**config.mk**
```make
export PLATFORM = sky130hd
export DESIGN_NAME = ccu_mul_seq
export DESIGN_NICKNAME = d
export VERILOG_FILES = /design/src/rtl/ccu_mul_seq_pkg.sv /design/src/rtl/ccu_pos_counter.sv /design/src/rtl/ccu_mul_seq.sv
export SDC_FILE = /design/constraint.sdc
export NUM_CORES = 1
export LEC_CHECK = 0
export BUFFER_PORTS_ARGS = -buffer_cell sky130_fd_sc_hd__buf_4
export CAP_MARGIN = 15
export CORE_MARGIN = 2
export CORE_UTILIZATION = 50
export CTS_CLUSTER_SIZE = 16
export DETAILED_ROUTE_END_ITERATION = 10
export PLACE_DENSITY = 0.74
export SYNTH_ARGS = -nofsm -noshare
export SYNTH_HDL_FRONTEND = slang
export SYNTH_HIERARCHICAL = 1
export SYNTH_SLANG_ARGS = --single-unit
```
**constraint.sdc**
```tcl
create_clock -name clk -period 7.52 [get_ports clk]
set_input_delay 1.504 -clock clk [delete_from_list [all_inputs] [get_ports clk]]
set_output_delay 1.504 -clock clk [all_outputs]
set_load 0.01 [all_outputs]
```
**src/rtl/ccu_mul_seq_pkg.sv**
```systemverilog
// Shared types and defaults for the ccu multiply sequencer.
// States, default timing constants and a counter width helper.
package ccu_mul_seq_pkg;

    typedef enum logic [1:0] {
        ST_IDLE = 2'd0,
        ST_SYNC = 2'd1,
        ST_RUN  = 2'd2
    } seq_state_e;

    localparam int DEF_MINOR_LEN    = 18;
    localparam int DEF_SHORT_DIGITS = 17;
    localparam int DEF_LONG_DIGITS  = 35;
    localparam int DEF_ONES_LEN     = 1;

    // Wide enough for a long-mode digit period.
    function automatic int pos_width(input int minor_len);
        return $clog2(2 * minor_len);
    endfunction

endpackage

```
**src/rtl/ccu_pos_counter.sv**
```systemverilog
// Modulo-P position counter locked to ev_d0, with off-grid detect.
// Ports: clk, rst_n, en (count, else hold 0), chk (grid checking),
//   long_sel (P = 2*MINOR_LEN), ev_d0, pos_nxt (next-clock position),
//   off_grid (ev_d0 seen at a position that is not a period start).
module ccu_pos_counter
    import ccu_mul_seq_pkg::*;
#(
    parameter int MINOR_LEN = DEF_MINOR_LEN,
    parameter int PW        = pos_width(DEF_MINOR_LEN)
) (
    input  logic          clk,
    input  logic          rst_n,
    input  logic          en,
    input  logic          chk,
    input  logic          long_sel,
    input  logic          ev_d0,
    output logic [PW-1:0] pos_nxt,
    output logic          off_grid
);

    localparam logic [PW-1:0] MID    = PW'(MINOR_LEN);
    localparam logic [PW-1:0] LAST_S = PW'(MINOR_LEN - 1);
    localparam logic [PW-1:0] LAST_L = PW'(2 * MINOR_LEN - 1);

    logic [PW-1:0] pos_q;
    logic [PW-1:0] pos_cur;
    logic [PW-1:0] last;
    logic          on_grid;

    // In long mode the mid-period ev_d0 is expected and must not
    // disturb the count.
    assign on_grid  = (pos_q == '0) || (long_sel && pos_q == MID);
    assign off_grid = chk && ev_d0 && !on_grid;

    // Before checking starts every ev_d0 defines the grid.
    assign pos_cur = (ev_d0 && (!chk || !on_grid)) ? '0 : pos_q;
    assign last    = long_sel ? LAST_L : LAST_S;
    assign pos_nxt = (pos_cur == last) ? '0 : pos_cur + 1'b1;

    always_ff @(posedge clk or negedge rst_n) begin
        if (!rst_n) begin
            pos_q <= '0;
        end else begin
            pos_q <= en ? pos_nxt : '0;
        end
    end

endmodule

```
**src/rtl/ccu_mul_seq.sv**
```systemverilog
// Multiplication sequencer: digit test, multiplicand gating, clear.
// Ports: clk, rst_n, start, long_mode, abort, ev_d0, dx_m, da_n in;
//   dx, g3_pos, sub_dig, ones, dy, busy, done, sync_err, digit_idx out.
module ccu_mul_seq
    import ccu_mul_seq_pkg::*;
#(
    parameter int MINOR_LEN    = DEF_MINOR_LEN,
    parameter int SHORT_DIGITS = DEF_SHORT_DIGITS,
    parameter int LONG_DIGITS  = DEF_LONG_DIGITS,
    parameter int ONES_LEN     = DEF_ONES_LEN
) (
    input  logic clk,
    input  logic rst_n,
    input  logic start,
    input  logic long_mode,
    input  logic abort,
    input  logic ev_d0,
    input  logic dx_m,
    input  logic da_n,
    output logic dx,
    output logic g3_pos,
    output logic sub_dig,
    output logic ones,
    output logic dy,
    output logic busy,
    output logic done,
    output logic sync_err,
    output logic [$clog2(LONG_DIGITS+1)-1:0] digit_idx
);

    localparam int IW = $clog2(LONG_DIGITS + 1);
    localparam int PW = pos_width(MINOR_LEN);

    localparam logic [PW-1:0] POS_DX = PW'(1);
    localparam logic [PW-1:0] OL_S   = PW'(MINOR_LEN - ONES_LEN);
    localparam logic [PW-1:0] OL_L   = PW'(2 * MINOR_LEN - ONES_LEN);

    seq_state_e    state;
    seq_state_e    state_nxt;
    logic          start_ok;
    logic          long_q;
    logic          bit_q;
    logic          neg_q;
    logic [IW-1:0] n_last_q;
    logic [PW-1:0] pos_nxt;
    logic          off_grid;
    logic          run_nxt;
    logic          cur_bit;
    logic          cur_neg;
    logic          in_tail;
    logic          g3_nxt;
    logic          dy_nxt;
    logic          last_dig;

    ccu_pos_counter #(
        .MINOR_LEN (MINOR_LEN),
        .PW        (PW)
    ) u_pos (
        .clk      (clk),
        .rst_n    (rst_n),
        .en       (state_nxt != ST_IDLE),
        .chk      (state == ST_RUN),
        .long_sel (long_q),
        .ev_d0    (ev_d0),
        .pos_nxt  (pos_nxt),
        .off_grid (off_grid)
    );

    assign start_ok = !abort && state == ST_IDLE && start;

    always_comb begin
        state_nxt = state;
        if (abort) begin
            state_nxt = ST_IDLE;
        end else begin
            unique case (state)
                ST_IDLE: if (start) state_nxt = ST_SYNC;
                ST_SYNC: if (ev_d0) state_nxt = ST_RUN;
                ST_RUN:  if (done)  state_nxt = ST_IDLE;
                default: state_nxt = ST_IDLE;
            endcase
        end
    end

    // dx_m/da_n are only meaningful in the dx clock; otherwise
    // the values latched then are used.
    assign cur_bit  = dx ? dx_m : bit_q;
    assign cur_neg  = dx ? da_n : neg_q;
    assign run_nxt  = state_nxt == ST_RUN;
    assign in_tail  = (pos_nxt == '0) ||
                      (pos_nxt > (long_q ? OL_L : OL_S));
    // The window spans every position except the test slot.
    assign g3_nxt   = run_nxt && cur_bit && pos_nxt != POS_DX;
    assign dy_nxt   = run_nxt && pos_nxt == '0;
    assign last_dig = digit_idx == n_last_q;

    always_ff @(posedge clk or negedge rst_n) begin
        if (!rst_n) begin
            state     <= ST_IDLE;
            busy      <= 1'b0;
            dx        <= 1'b0;
            g3_pos    <= 1'b0;
            sub_dig   <= 1'b0;
            ones      <= 1'b0;
            dy        <= 1'b0;
            done      <= 1'b0;
            sync_err  <= 1'b0;
            digit_idx <= '0;
            long_q    <= 1'b0;
            n_last_q  <= '0;
            bit_q     <= 1'b0;
            neg_q     <= 1'b0;
        end else begin
            state   <= state_nxt;
            busy    <= state_nxt != ST_IDLE;
            dx      <= run_nxt && pos_nxt == POS_DX;
            g3_pos  <= g3_nxt;
            sub_dig <= g3_nxt && last_dig;
            ones    <= g3_nxt && cur_neg && in_tail;
            dy      <= dy_nxt;
            done    <= dy_nxt && last_dig;

            if (dx) begin
                bit_q <= dx_m;
                neg_q <= da_n;
            end

            if (start_ok) begin
                long_q   <= long_mode;
                n_last_q <= long_mode ? IW'(LONG_DIGITS - 1)
                                      : IW'(SHORT_DIGITS - 1);
            end

            if (start_ok) begin
                sync_err <= 1'b0;
            end else if (!abort && state == ST_RUN && off_grid) begin
                sync_err <= 1'b1;
            end

            if (state_nxt == ST_IDLE) begin
                digit_idx <= '0;
            end else if (dy) begin
                digit_idx <= digit_idx + 1'b1;
            end
        end
    end

endmodule

```
==> results.json <==
{
  "synth_edf_count": 0,
  "synth_top_area_share_pct": 45.5,
  "synth_warnings": 6,
  "status": "completed",
  "cts_tree": "built",
  "die-area_um2": 3300,
  "cts_hold_buf": 0,
  "cpMaxStageDelayCell": "ha_1",
  "drcViolationCount": 0,
  "syn2layout_area_growth_pct": 16.9,
  "vias": 1075,
  "p_clk_share_pct": 32.2,
  "post_cts_buffers": 0,
  "synth_seq_cells": 26,
  "rsz0062_at_grt": "false",
  "layoutNonFillerInstCount": 190,
  "synth_nets": 148,
  "io_buffers": 21,
  "cts.sinks": 26,
  "crit_chain": "buf_4 > nand2b_1 > inv_2 > ha_1 > nand3_1 > xor2_1 > a21oi_1 > and2_1 > ha_1 > o21ai_0 > a21oi_1 > o22ai_1 > a21oi_1",
  "hold_viol_final": 0,
  "syn_inst": 135,
  "drt_wl_total_mm": 2.88,
  "path_class": "in -> reg",
  "vdd_drop_max_uv": 164,
  "dr.pass1.iters": 4,
  "pwr-share-comb_pct": 15.5,
  "async_flop_share_pct": 100,
  "die_w_um": 57.5,
  "setup_viol": 0,
  "critPathMostFrequentCell": "a21oi_1",
  "p_leak_nw": 0.799,
  "clockRootBuffer": "clkbuf_4",
  "endpoint_kind": "register",
  "seq_power_share_pct": 52.3,
  "p_switching_mw": 0.0788,
  "wire_per_inst_um": 15.1,
  "max_freq_mhz": 305,
  "grt_max_degree": 27,
  "final_area_um2": 1670,
  "core_area_um2": 2730,
  "maxSlewHeadroom_pct": 77.7,
  "swShare_pct": 26.0,
  "worstSkewPairLatency_ns": 0.33,
  "yosysTopAreaCell": "dfrtp_1",
  "syn-cell-area_um2": 1430,
  "placedCellCount": 186,
  "r2r-end": "ones",
  "seq_area_frac_synth_pct": 45.5,
  "synth.area.top_cells": "dfrtp_1 (45%), nor2_1 (5.2%), ha_1 (4.4%), xor2_1 (3.7%), and3_1 (2.6%)",
  "start_util_pct": 52.3,
  "viasPerCell": 5.66,
  "total_power_mw": 0.303,
  "post_cts_resized": 0,
  "row_count": 19,
  "drtIter0Drc": 34,
  "fin_hold_ws_ns": 0.541,
  "utilization_pct": 61.1,
  "busiest_layer": "met2",
  "clockBufferDepth": 2,
  "grt_antenna_before_repair": 0,
  "met1_usage_pct": 26.0,
  "worstMarginPinSlew_ns": 0.333,
  "cap_violations": 0,
  "synth_area_per_cell_um2": 10.6,
  "hpwl_mm": 2.12,
  "grt_pass1_wl_mm": 4.81,
  "ioPinCount": 22,
  "nFillCells": 223,
  "place.gp.congestion": 0.907,
  "critPathMaxStageDelay_ns": 0.24,
  "r2r-start": "state[0]",
  "arrival_ns": 3.52,
  "grt_use_met2_pct": 30.0,
  "reg2reg_depth": 14,
  "finClkSkew_ns": 0.00956,
  "synth_cell_types": 42,
  "die_h_um": 57.5,
  "synthFlopType": "dfrtp_1",
  "crit_path_end": "ones",
  "p_int_mw": 0.224,
  "dp_slack_ns": 3.95,
  "post-route-min-period_ns": 3.28,
  "placed_area_um2": 1620,
  "clk_pin_slew_ns": 0.15,
  "drive_gt1_share_pct": 26.4,
  "start_kind": "input pin",
  "grt_overflow_total": 0,
  "grt_pass1_vias": 1065,
  "hold_class": "reg -> reg",
  "p_per_area_nw_per_um2": 181,
  "fin_setup_tns_ns": 0,
  "cts_buffers": 3,
  "r2r_slack_ns": 4.67,
  "drv_slew": 0,
  "htree_levels": 1,
  "crit_fanout": 11,
  "nets": 173,
  "critPathLaunch": "ev_d0",
  "postRouteAntennaNets": 0,
  "layout_setup_ws_ns": 4.24,
  "diodes": 0,
  "finalCritPeriodShare_pct": 43.6,
  "crit_required_ns": 7.76,
  "grt_use_met3_pct": 2.72,
  "grt_use_total_pct": 19.0
}
==> cells in the mapped netlist (2+ instances only) <==
library cell,count
ha_1,5
mux2i_1,2
and3_1,6
nand4_1,4
inv_2,2
or2b_1,3
and2_1,3
o21ai_0,2
nor2_1,20
xnor2_1,3
nor3_1,4
nand3_1,5
dfrtp_1,26
nand2_1,4
inv_1,6
a21oi_1,6
mux2_2,3
nand4b_1,2
xor2_1,6
==> cells in the final DEF (no fill, tap or decap), drive strengths merged, types with 5 or more instances in the layout <==
master | Yosys | routed
a21oi | 8 | 8
and3 | 6 | 6
buf | 1 | 21
dfrtp | 26 | 26
ha | 5 | 5
inv | 8 | 8
nand3 | 5 | 5
nor2 | 21 | 21
xor2 | 6 | 6
==> routing by layer <==
metal	wire (um)	vias to the layer above
met4	45	0
li1	-	524
met2	1380	27
met5	0	-
met1	1320	519
met3	139	5
==> worst max-delay path, delay by kind of cell <==
kind	cells	cell delay [ns]
AO/OA/AOI/OAI	5	0.59
XOR/XNOR	1	0.17
adder cells (fa/ha/maj)	2	0.43
buffers and inverters	2	0.28
AND/OR/NAND/NOR	3	0.52
==> cell families (layout without fill, tap and decap cells) <==
family	count (synthesis)	in the layout	share of synthesized area [%]
AO/OA/AOI/OAI	16	16	9.36
XOR/XNOR	9	9	5.51
adder cells (fa/ha/maj)	5	5	4.37
buffers and inverters	9	33	2.62
flip-flops	26	26	45.5
multiplexers	5	5	3.76
AND/OR/NAND/NOR	65	65	28.9
==> power groups by stage <==
| stage | registers, mW | logic, mW | clock network (mW) |
|---|---|---|---|
| global placement | 0.161 | 0.0452 | 0 |
| finish | 0.159 | 0.0470 | 0.0975 |
| detailed placement | 0.162 | 0.0469 | 0 |
| global route | 0.160 | 0.0523 | 0.105 |
| CTS | 0.159 | 0.0475 | 0.100 |
| floorplan | 0.159 | 0.0316 | 0 |
==> flip-flops by register name (all words and copies together), names as in the netlist <==
name,count
busy,1
state,2
u_pos/pos_q,6
digit_idx,6
sub_dig,1
dy,1
sync_err,1
bit_q,1
n_last_q,2
neg_q,1
ones,1
done,1
g3_pos,1
dx,1
==> final cells by class <==
type	instances	area [um^2]	share of cell area, %
repair buffers	21	158	9.43
clock inverters	1	30.0	1.80
multi-input cells	100	742	44.4
inverters	8	30.0	1.80
clock buffers	3	22.5	1.35
flip-flops and latches	26	651	38.9
well taps	31	38.8	2.32
==> how the worst min path moves through the flow <==
stage          startpoint  slack [ns]  endpoint  cells past startpoint
6_report            neg_q        0.54     neg_q                      1
5_1_grt             neg_q        0.56     neg_q                      1
4_1_cts             neg_q        0.54     neg_q                      1
3_5_place_dp        neg_q        0.51     neg_q                      1
3_3_place_gp        neg_q        0.48     neg_q                      1
2_1_floorplan       neg_q        0.47     neg_q                      1
No activity file was read; power rests on OpenSTA's default activity.
